**src/rtl/clock_divider_ctrl.sv**
```systemverilog
// Quadrature clock divider controller: programmable ratio, boundary-gated start/stop
// and ratio changes, with 0/90 degree outputs registered from the next counter value.
module clock_divider_ctrl #(
    parameter int unsigned DIV_W       = 8,
    parameter int unsigned DEFAULT_DIV = 4
) (
    input  logic             clock_in,
    input  logic             reset_n,
    input  logic             enable,
    input  logic [DIV_W-1:0] cfg_div,
    input  logic             cfg_valid,
    output logic             cfg_ready,
    output logic             cfg_err,
    output logic [DIV_W-1:0] active_div,
    output logic             running,
    output logic             clock_div_0,
    output logic             clock_div_90,
    output logic             phase_strobe
);

    typedef enum logic [1:0] {
        ST_STOP = 2'd0,
        ST_RUN  = 2'd1,
        ST_PEND = 2'd2
    } state_e;

    state_e           state_q, state_d;
    logic [DIV_W-1:0] cnt_q, cnt_d;
    logic [DIV_W-1:0] div_q, div_d;
    logic [DIV_W-1:0] pend_q, pend_d;
    logic             err_q, err_d;
    logic             clk0_q, clk0_d;
    logic             clk90_q, clk90_d;
    logic             strobe_q, strobe_d;
    logic             run_q, run_d;

    logic             xfer;
    logic             legal;
    logic             last;
    logic [DIV_W-1:0] cnt_inc;
    logic [DIV_W-1:0] half;
    logic [DIV_W-1:0] quarter;
    logic [DIV_W-1:0] three_q;
    logic             live;

    assign cfg_ready = (state_q != ST_PEND);
    assign xfer      = cfg_valid && cfg_ready;
    assign legal     = (cfg_div >= DIV_W'(4)) && (cfg_div[1:0] == 2'b00);
    assign last      = (cnt_q == (div_q - DIV_W'(1)));
    assign cnt_inc   = last ? '0 : (cnt_q + DIV_W'(1));

    always_comb begin
        state_d = state_q;
        cnt_d   = cnt_q;
        div_d   = div_q;
        pend_d  = pend_q;
        err_d   = xfer && !legal;

        case (state_q)
            ST_STOP: begin
                cnt_d = '0;
                if (xfer && legal) begin
                    div_d = cfg_div;
                end
                if (enable) begin
                    state_d = ST_RUN;
                end
            end
            ST_RUN: begin
                cnt_d = cnt_inc;
                // Stopping at the boundary takes priority; a ratio offered on that
                // edge loads directly since the next period starts from STOP anyway.
                if (last && !enable) begin
                    state_d = ST_STOP;
                    cnt_d   = '0;
                    if (xfer && legal) begin
                        div_d = cfg_div;
                    end
                end else if (xfer && legal) begin
                    pend_d  = cfg_div;
                    state_d = ST_PEND;
                end
            end
            ST_PEND: begin
                cnt_d = cnt_inc;
                if (last) begin
                    div_d   = pend_q;
                    cnt_d   = '0;
                    state_d = enable ? ST_RUN : ST_STOP;
                end
            end
            default: begin
                state_d = ST_STOP;
                cnt_d   = '0;
            end
        endcase
    end

    // Decode against the ratio and count that will be in force after this edge.
    assign half    = div_d >> 1;
    assign quarter = div_d >> 2;
    assign three_q = half + quarter;
    assign live    = (state_d != ST_STOP);

    always_comb begin
        clk0_d   = live && (cnt_d < half);
        clk90_d  = live && (cnt_d >= quarter) && (cnt_d < three_q);
        strobe_d = live && (cnt_d == '0);
        run_d    = live;
    end

    always_ff @(posedge clock_in or negedge reset_n) begin
        if (!reset_n) begin
            state_q  <= ST_STOP;
            cnt_q    <= '0;
            div_q    <= DIV_W'(DEFAULT_DIV);
            pend_q   <= DIV_W'(DEFAULT_DIV);
            err_q    <= 1'b0;
            clk0_q   <= 1'b0;
            clk90_q  <= 1'b0;
            strobe_q <= 1'b0;
            run_q    <= 1'b0;
        end else begin
            state_q  <= state_d;
            cnt_q    <= cnt_d;
            div_q    <= div_d;
            pend_q   <= pend_d;
            err_q    <= err_d;
            clk0_q   <= clk0_d;
            clk90_q  <= clk90_d;
            strobe_q <= strobe_d;
            run_q    <= run_d;
        end
    end

    assign cfg_err      = err_q;
    assign active_div   = div_q;
    assign running      = run_q;
    assign clock_div_0  = clk0_q;
    assign clock_div_90 = clk90_q;
    assign phase_strobe = strobe_q;

endmodule

```
**config.mk**
```make
export PLATFORM = sky130hd
export DESIGN_NAME = clock_divider_ctrl
export DESIGN_NICKNAME = d
export VERILOG_FILES = /design/src/rtl/clock_divider_ctrl.sv
export SDC_FILE = /design/constraint.sdc
export NUM_CORES = 1
export LEC_CHECK = 0
export BUFFER_PORTS_ARGS = -buffer_cell sky130_fd_sc_hd__buf_2
export CAP_MARGIN = 0
export CELL_PAD_IN_SITES_DETAIL_PLACEMENT = 1
export CELL_PAD_IN_SITES_GLOBAL_PLACEMENT = 1
export CORE_MARGIN = 8
export CORE_UTILIZATION = 40
export DETAILED_ROUTE_END_ITERATION = 8
export PLACE_DENSITY_LB_ADDON = 0.1
export SYNTH_ARGS = -nofsm -noshare
export SYNTH_HDL_FRONTEND = slang
export SYNTH_SLANG_ARGS = --single-unit
```
**constraint.sdc**
```tcl
create_clock -name clock_in -period 5.5 [get_ports clock_in]
set_clock_uncertainty 0.2 [all_clocks]
set_input_delay 1.1 -clock clock_in [delete_from_list [all_inputs] [get_ports clock_in]]
set_output_delay 1.1 -clock clock_in [all_outputs]
set_load 0.02 [all_outputs]
```
==> results of run 1 <==
through the flow:
step | hold WS, ps | utilization
4_1_cts | 318.9 | 0.4566
6_report | 315.1 | 0.4602
3_5_place_dp | 300.4 | 0.4419
2_1_floorplan | 264.5 | -
3_3_place_gp | 286.0 | 0.4419
5_1_grt | 330.1 | 0.4602
cells in the final DEF, fill, tap and decap left out, types with 2 or more instances in the layout:
cell type	Yosys	final
a211oi_1	4	4
a21o_1	14	14
a21oi_1	18	18
a22oi_1	5	5
a31oi_1	3	3
and3_1	5	5
buf_2	2	25
buf_4	0	4
clkbuf_8	0	5
clkinvlp_4	0	2
dfrtp_1	29	29
dfstp_2	2	2
ha_1	33	33
inv_1	13	13
mux2_2	6	6
nand2_1	5	5
nand2b_1	3	3
nand3_1	4	4
nand3b_1	2	2
nor2_1	27	27
nor2b_1	6	6
nor3_1	5	5
nor4_1	2	2
o211ai_1	2	2
o21a_1	3	3
o21ai_0	5	5
o31ai_1	2	2
xnor2_1	16	16
xnor2_2	2	2
xor2_1	6	6
layer usage:
layer,GRT usage,vias up
met5,0,-
met3,0.02241,7
met1,0.1965,1032
li1,-,1008
met4,0.04161,0
met2,0.2604,23
state kept, by name, summed over array words and instances, names as in the netlist:
register      count
cnt_q             8
clock_div_0       1
state_q           2
phase_strobe      1
active_div        8
running           1
clock_div_90      1
pend_q            8
cfg_err           1
kinds of logic after synthesis:
group	count (synthesis)
AOI/OAI and AO/OA	71
xor gates and xnor gates	24
adders and majority gates	34
buffers and inverters	21
DFF	31
muxes	6
and+or+nand+nor	74
worst max-delay path, delay by kind of cell:
| family | cells | cell delay (ps) |
|---|---|---|
| simple gates | 4 | 870 |
| buf+inv | 1 | 110 |
| xor+xnor | 1 | 140 |
| compound gates | 11 | 1900 |
| fa+ha+maj | 3 | 910 |
final timing paths:
check | startpoint | end | depth (start not counted)
min | pend_q[6] | pend_q[6] | 1
min in group asynchronous | reset_n | pend_q[7] | 1
max | cfg_div[7] | clock_div_90 | 20
min reg2reg | pend_q[6] | pend_q[6] | 1
max in group asynchronous | reset_n | clock_div_90 | 1
max reg2reg | active_div[1] | clock_div_90 | 21
power groups by stage:
stage	sequential (uW)	combinational, uW	clock [uW]
6_report	393	1030	190
5_1_grt	403	1150	202
4_1_cts	392	1020	195
3_5_place_dp	396	1010	0
3_3_place_gp	393	999	0
2_1_floorplan	404	761	0
cell type report:
| type | instances | area, sq um | share of cell area |
|---|---|---|---|
| multi-input combinational | 209 | 1734 | 0.5969 |
| timing repair buffer | 29 | 155.1 | 0.05340 |
| clock buffer | 5 | 68.82 | 0.02369 |
| tap | 77 | 96.34 | 0.03316 |
| inverter | 13 | 48.80 | 0.01680 |
| clock inverter | 3 | 23.77 | 0.008183 |
| sequential | 31 | 778.2 | 0.2679 |
what timing repair did:
item,in CTS,in global routing
buffers inserted,0,2
endpoints found under the hold margin,0,0
setup endpoints to repair,0,1
resized for setup,0,4
==> reports/qor.txt, run 1 <==
Outcome - finished, final reports clean
Synth unique cells - 61
Post-Synth Simple-Gate Area - 0.1663
Vias - 2070
CP Data Arrival Time - 5040 ps
XOR/XNOR Fraction of Synth Area - 0.08679
CP max stage delay - 400 ps
MaxCap Viol Count - 0
CTS Root Cell - clkbuf_8
Fillcell total - 751
Final setup violation count - 0
Avg WL per Cell - 17.52 microns
VDD IR max - 0.0003221 V
Post-route clock period utilization - 0.9114
FF+latch count, synth - 31
ANT nets after route - 0
Core area - 0.006314 sq mm
Slew HR - 0.5127
Finished Layout Cells - 367
Antenna violations before repair - 0
Mux contribution to synthesized area - 0.02604
Diodes inserted - 0
Cells after DPL - 357
Fin. Hold Viols - 0
Async set-reset flop share out of synthesis - 1.000
Commonest cells post-synth - 33 x ha_1, 29 x dfrtp_1, 27 x nor2_1, 18 x a21oi_1, 16 x xnor2_1
Hpwl dp - 5197 microns
CTS tree - done
Crit path max fanout - 6
Row cnt - 29
Met1 WL - 3132 microns
Synth area leader - dfrtp_1
Layout Area Growth over Synthesis - 11.96%
Tightest Pin Transition - 731.0 ps
Routed WL - 6431 microns
Crit path launch type - input port
Worst-path clk slew - 70 ps
CTS H-tree depth - 2
Syn Std Cell Area - 0.002595 sq mm
P_leak - 0.001445 uW
First-pass GRT wire length - 10960 microns
Ports - 26
Worst hold path class - reg2reg
Most frequent cell on the critical path - a21o_1
Vias in the first global route - 2188
Die X - 96.55 microns
Post-synth EDFFs - 0
Ys Warns - 0
Post-synth net total - 307
Synth area leaders - dfrtp_1 28%, ha_1 16%, xnor2_1 5.4%, a21o_1 4.1%, nor2_1 3.9%
Met3 routed WL - 113 microns
Worst path cell trace - buf_2, nor4_1, a211oi_1, and2_2, nand3b_1, o31ai_4, a22oi_1, nor2_1, a21o_1, ha_1, fa_1, a21o_1, a21oi_1, o21bai_1, a21oi_1, xnor2_1, ha_1, a21o_1, a211oi_1, o2111a_1
CP Class - in2reg
Most frequent cell after synthesis - ha_1
Via density - 5.640
Clk_lat worst skew - 290 ps
Total congestion overflow - 0
Area of the die - 0.009321 sq mm
F_max - 199.5 MHz
Internal Pwr Total - 848.8 uW
Final Total Pwr - 1617 uW
Worst setup EP type - register
Unrepaired setup endpoints after global routing - no
Largest family of logic cells by synthesized area - compound AO/OA/AOI/OAI gates
Seq pwr share - 0.243
Fin area - 0.002905 sq mm
Starting DRT DRC Count - 45
Power share of the clock group - 0.118
Synth Area in Compound Gates - 0.2194
Post-Syn Area per Cell - 9.942 sq um
DR WL met2 - 3125 microns
Fin nets - 335
Placed cell area - 0.002790 sq mm
Layout cell share with drive strength beyond 1 - 0.2172
Number of port buffers - 25
Register-to-register path setup slack - 590 ps
Fin crit period - 5012 ps
Initial Util - 0.4110
Sink Count - 31
DR top layer - met4
TritonCTS Buffers - 5
Place WS - 98.69 ps
1st-pass router iterations - 5
GP Congestion - 0.8043
Comb power frac - 0.639
Post-synthesis sequential area ratio - 0.2999
Switching share of power - 0.4750
Synth Flop Type - dfrtp_1
Post-Syn Instances - 261
Adder-cell share of the synthesized area - 0.1668
Slowest-stage cell, CP - fa_1
Power Dens Cells - 556.5 mW/mm^2
Final Max Tran Viols - 0
WP data required - 5530 ps
Die Y - 96.55 microns
Total Routing Usage GR - 0.1530
DRC Markers - 0
CTS Buffer Depth - 2
Setup tns final - 0 ps
Hold Buf Count CTS - 0
Largest net degree at the start of global routing - 32
Net Sw Power - 767.9 uW
Top-area cell type share of the netlist area - 0.2797
Final setup margin - 487.5 ps
Note: power is estimated with default switching activity, not from simulation.
==> run 2: changes to the inputs <==
--- a/config.mk
+++ b/config.mk
@@ -5,6 +5,7 @@
 export SDC_FILE = /design/constraint.sdc
 export NUM_CORES = 1
 export LEC_CHECK = 0
+export ABC_AREA = 1
 export BUFFER_PORTS_ARGS = -buffer_cell sky130_fd_sc_hd__buf_2
 export CAP_MARGIN = 0
 export CELL_PAD_IN_SITES_DETAIL_PLACEMENT = 1
==> run 2 against run 1 <==
Effect of this change: synthesized cell count grew 42%; sequential share of layout area shrank 2.0 points; hold slack lost 46 ps; routed wire length grew 21%; cell count grew 35%; via count grew 22%; clock-buffer cell count grew 2; sequential power grew 3%; worst setup slack gained 170 ps; critical path depth grew 9; design area grew 8.1%; largest cell class unchanged; largest power group unchanged; highest routed layer unchanged.
==> reports/qor.txt, run 2 <==
Grt peak-use layer - met2
Hpwl dp - 6399 microns
Number of port buffers - 25
MaxCap Viol Count - 0
Crit path launch type - register
Final setup violation count - 0
Worst hold path class - reg2reg
Largest net degree at the start of global routing - 32
Final Total Pwr - 1954 uW
Worst R2R Start - active_div[0]
Final Max Tran Viols - 0
FF+latch count, synth - 31
Tightest Pin Transition - 795.2 ps
Met2 Usage GRT - 0.2930
Area of the die - 0.01001 sq mm
ANT nets after route - 0
Fin. Hold Viols - 0
Vias - 2522
GP Congestion - 0.8506
P_leak - 0.001650 uW
Total setup buffers inserted after CTS - 0
Total Routing Usage GR - 0.1708
Routed WL - 7766 microns
Cells after DPL - 487
Worst hold path depth - 2
Worst-path clk slew - 80 ps
Post-synth EDFFs - 0
Async set-reset flop share out of synthesis - 1.000
Synth area leader - dfrtp_1
CP Class - reg2reg
Fin crit period - 4842 ps
Die Y - 100.1 microns
Outcome - finished, final reports clean
Most common cell after layout, fill and taps aside - nand2_1
Top-area cell type share of the netlist area - 0.2568
Routing usage on met1 - 0.2170
TritonCTS Buffers - 5
Fillcell total - 869
Synth area leaders - dfrtp_1 26%, ha_1 15%, nand2_1 10%, inv_1 6.2%, nor2_1 4.1%
Worst Hold Path EP - pend_q[0]
Total congestion overflow - 0
CTS Buffer Depth - 2
CTS tree - done
Antenna violations before repair - 0
Most frequent cells in the layout - 77 x nand2_1, 47 x inv_1, 33 x ha_1, 31 x nor2_1, 29 x dfrtp_1
VDD IR max - 0.0002980 V
Post-synth net total - 416
Layout cell share with drive strength beyond 1 - 0.2105
Commonest cells post-synth - 77 x nand2_1, 47 x inv_1, 33 x ha_1, 31 x nor2_1, 29 x dfrtp_1
Ports - 26
Core area - 0.006832 sq mm
Starting DRT DRC Count - 84
Unrepaired setup endpoints after global routing - no
Layout Area Growth over Synthesis - 11.11%
Register-to-register path setup slack - 660 ps
Ys Warns - 0
Post-route clock period utilization - 0.8803
GR Util met3 - 0.02768
Slowest-stage cell, CP - dfrtp_1
Worst Hold Launch - pend_q[0]
Sink Count - 31
Die X - 100.1 microns
Final setup margin - 658.1 ps
Syn Std Cell Area - 0.002826 sq mm
Slew HR - 0.4687
Via density - 5.095
CTS Root Cell - clkbuf_8
Vias in the first global route - 2745
First-pass GRT wire length - 13600 microns
Post-Syn Area per Cell - 7.639 sq um
F_max - 206.5 MHz
Worst R2R Path Depth - 29
DRC Markers - 0
Place WS - 519.2 ps
CP Data Arrival Time - 4860 ps
Hold Buf Count CTS - 0
WP data required - 5520 ps
CP max stage delay - 430 ps
Diodes inserted - 0
Clk_lat worst skew - 290 ps
Post-CTS resize count - 0
Synth unique cells - 44
Post-Syn Instances - 370
Worst setup EP type - register
Finished Layout Cells - 495
CTS H-tree depth - 2
1st-pass router iterations - 4
Row cnt - 30
Reg-to-Reg End - clock_div_90
Avg WL per Cell - 15.69 microns
Synth Flop Type - dfrtp_1
Setup tns final - 0 ps
Power Dens Cells - 622.3 mW/mm^2
Post-synthesis sequential area ratio - 0.2753
Most frequent cell after synthesis - nand2_1
Crit path max fanout - 12
Initial Util - 0.4137
Fin nets - 444
## run 2: changes by cell type in the layout (fill, tap and decap cells not counted), sizes merged, moves of 6 or more
cell   change
nor2b      -6
nand3     +21
nand2     +81
inv       +45
o21ai     +20
xnor2     -12
nor2       +9
a21o      -14
## run 2: layer usage
layer	up-vias	share of wire
met2	26	0.48
li1	1258	-
met5	-	0
met1	1232	0.48
met4	0	0.0097
met3	6	0.030
## run 2: worst max path at each step
| stage | startpoint | to | slack, ps |
|---|---|---|---|
| CTS | active_div[0] | clock_div_90 | 630 |
| floorplan | active_div[0] | clock_div_90 | 1210 |
| finish | active_div[0] | clock_div_90 | 660 |
| detailed placement | cfg_div[4] | clock_div_90 | 520 |
| global route | active_div[0] | clock_div_90 | 60 |
| global placement | cfg_div[4] | clock_div_90 | 630 |
## run 2: critical path: cells and delay by family (launching register included)
family                   cells  cell delay (ps)
AND/OR/NAND/NOR             14             1400
adder cells (fa/ha/maj)      4             1260
AO/OA/AOI/OAI                7              990
buffers and inverters        4              490
flip-flops                   1              430
## run 2: kinds of logic after synthesis
group	synth area share
and+or+nand+nor	0.2784
DFF	0.2753
buffers and inverters	0.1014
adders and majority gates	0.1532
muxes	0.007968
AOI/OAI and AO/OA	0.1465
xor gates and xnor gates	0.03718
## run 2: metrics by stage
step	area [sq um]	hold WS, ps	util
2_1_floorplan	2826	236.5	-
3_3_place_gp	3037	262.2	0.4445
3_5_place_dp	3037	254.9	0.4445
4_1_cts	3141	275.4	0.4597
5_1_grt	3141	297.0	0.4597
6_report	3141	269.1	0.4597
## run 2: area by class of cell
cell class              instances  area (sq um)  area share
repair buffers                 25         125.1     0.03984
clock inverters                 1         7.507    0.002390
clock buffers                   7         96.34     0.03068
well taps                      96         120.1     0.03825
inverters                      60         251.5     0.08008
multi-input cells             275          1762      0.5610
flip-flops and latches         31         778.2      0.2478
## run 2: report_power, final
group	leakage, uW	switching, uW	total, uW	internal (uW)
Clock	0.0000505	97.8	212	114
Combinational	0.00120	845	1340	494
Sequential	0.000400	96.3	404	307
Total	0.00165	1040	1950	915
==> run 3: changes to the inputs <==
--- a/config.mk
+++ b/config.mk
@@ -13,7 +13,7 @@
 export CORE_MARGIN = 8
 export CORE_UTILIZATION = 40
 export DETAILED_ROUTE_END_ITERATION = 8
-export PLACE_DENSITY_LB_ADDON = 0.1
+export PLACE_DENSITY = 0.8
 export SYNTH_ARGS = -nofsm -noshare
 export SYNTH_HDL_FRONTEND = slang
 export SYNTH_SLANG_ARGS = --single-unit
==> run 3 against run 2 <==
Effect of this change: clock power decreased by 9%; routed wire length increased by 0.63%; via count increased by 1.4%; first-iteration DRC count increased by 4.8%; combinational power about the same; sequential share of layout area increased by 0.099 points; cell count unchanged; register-to-register slack improved by 60 ps; global-route usage decreased by 0.60 points; non-clock buffer count unchanged; critical path type unchanged; largest cell class unchanged.
==> reports/qor.txt, run 3 (synthesis results as in run 2) <==
Outcome - finished, final reports clean
Area of the die - 0.01001 sq mm
Ports - 26
Final Max Tran Viols - 0
Row cnt - 30
Post-route clock period utilization - 0.8698
Power Dens Cells - 619.7 mW/mm^2
ANT nets after route - 0
Fin nets - 444
Initial Util - 0.4137
Cell family with most CP delay - simple AND/OR/NAND/NOR gates
VDD IR max - 0.0002377 V
Register-to-register path setup slack - 720 ps
Diodes inserted - 0
MaxCap Viol Count - 0
CP Class - reg2reg
Fin. Hold Viols - 0
Sink Count - 31
Place WS - 586.3 ps
CP Data Arrival Time - 4800 ps
Worst-path clk slew - 80 ps
Number of port buffers - 25
Final setup margin - 716.1 ps
Setup tns final - 0 ps
Layout Area Growth over Synthesis - 10.67%
Layout cell share with drive strength beyond 1 - 0.2080
Antenna violations before repair - 0
Vias in the first global route - 2684
Worst hold path class - reg2reg
Avg WL per Cell - 15.79 microns
Worst setup EP type - register
Crit path launch type - register
Tightest Pin Transition - 774.6 ps
Final Total Pwr - 1939 uW
Clk_lat worst skew - 290 ps
Fin crit period - 4784 ps
Vias - 2557
Reg-to-Reg End - clock_div_90
Hold Buf Count CTS - 0
Crit path max fanout - 8
Most common cell after layout, fill and taps aside - nand2_1
Slew HR - 0.4825
Fillcell total - 885
Via density - 5.166
Hpwl dp - 6393 microns
First-pass GRT wire length - 13180 microns
Slowest-stage cell, CP - dfrtp_1
F_max - 209.0 MHz
Starting DRT DRC Count - 88
CP bufs+invs - 3
Largest net degree at the start of global routing - 32
CTS Buffer Depth - 2
Most frequent cells in the layout - 77 x nand2_1, 47 x inv_1, 33 x ha_1, 31 x nor2_1, 29 x dfrtp_1
CTS tree - done
Final setup violation count - 0
Total setup buffers inserted after CTS - 0
Die X - 100.1 microns
1st-pass router iterations - 4
Crit. Startpoint - active_div[0]
Worst R2R Start - active_div[0]
Core area - 0.006832 sq mm
P_leak - 0.001648 uW
Routed WL - 7815 microns
GP Congestion - 0.8448
Worst R2R Path Depth - 31
FF+latch area - 778.2 sq um
Post-CTS resize count - 0
Die Y - 100.1 microns
CTS Root Cell - clkbuf_8
Total Routing Usage GR - 0.1648
Final core occ - 0.4579
CP max stage delay - 420 ps
CTS H-tree depth - 2
Unrepaired setup endpoints after global routing - no
Total congestion overflow - 0
WP data required - 5510 ps
DRC Markers - 0
Multi-input gate area - 0.001762 sq mm
Hold Slack - 283.0 ps
Crit. path cell count - 31
Setup crit end - clock_div_90
TritonCTS Buffers - 5
[run 3: routing by layer]
metal | up-vias | track usage | routed length [microns]
met3 | 10 | 0.02215 | 188
met4 | 0 | 0.06279 | 151
li1 | 1267 | - | -
met2 | 34 | 0.2842 | 3920
met1 | 1246 | 0.2026 | 3555
met5 | - | 0 | 0
[run 3: worst min-delay path: stages (launching register included)]
cell and delay, ps:
dfrtp_1 360, nand2_1 60, inv_1 40
[run 3: report_power, final]
part           switching (uW)  internal [uW]
clock network            92.2            101
registers                97.0            308
logic                     846            495
total                    1040            903
[run 3: how the worst min path moves through the flow]
stage	cells past startpoint	from	end
final	2	pend_q[1]	pend_q[1]
after global routing	2	pend_q[0]	pend_q[0]
after CTS	2	pend_q[0]	pend_q[0]
after detailed placement	2	pend_q[0]	pend_q[0]
after global placement	2	pend_q[0]	pend_q[0]
after floorplan	2	pend_q[1]	pend_q[1]
[run 3: cell type report]
class,instances,area share
Clock inverter,1,0.001600
Multi-Input combinational cell,275,0.5632
Inverter,60,0.08040
Sequential cell,31,0.2488
Timing Repair Buffer,25,0.04000
Tap cell,96,0.03840
Clock buffer,7,0.02760
[run 3: metrics by stage]
step	cells	instance area (sq um)
floorplan	370	2826
global placement	487	3037
detailed placement	487	3037
CTS	495	3128
global route	495	3128
finish	495	3128
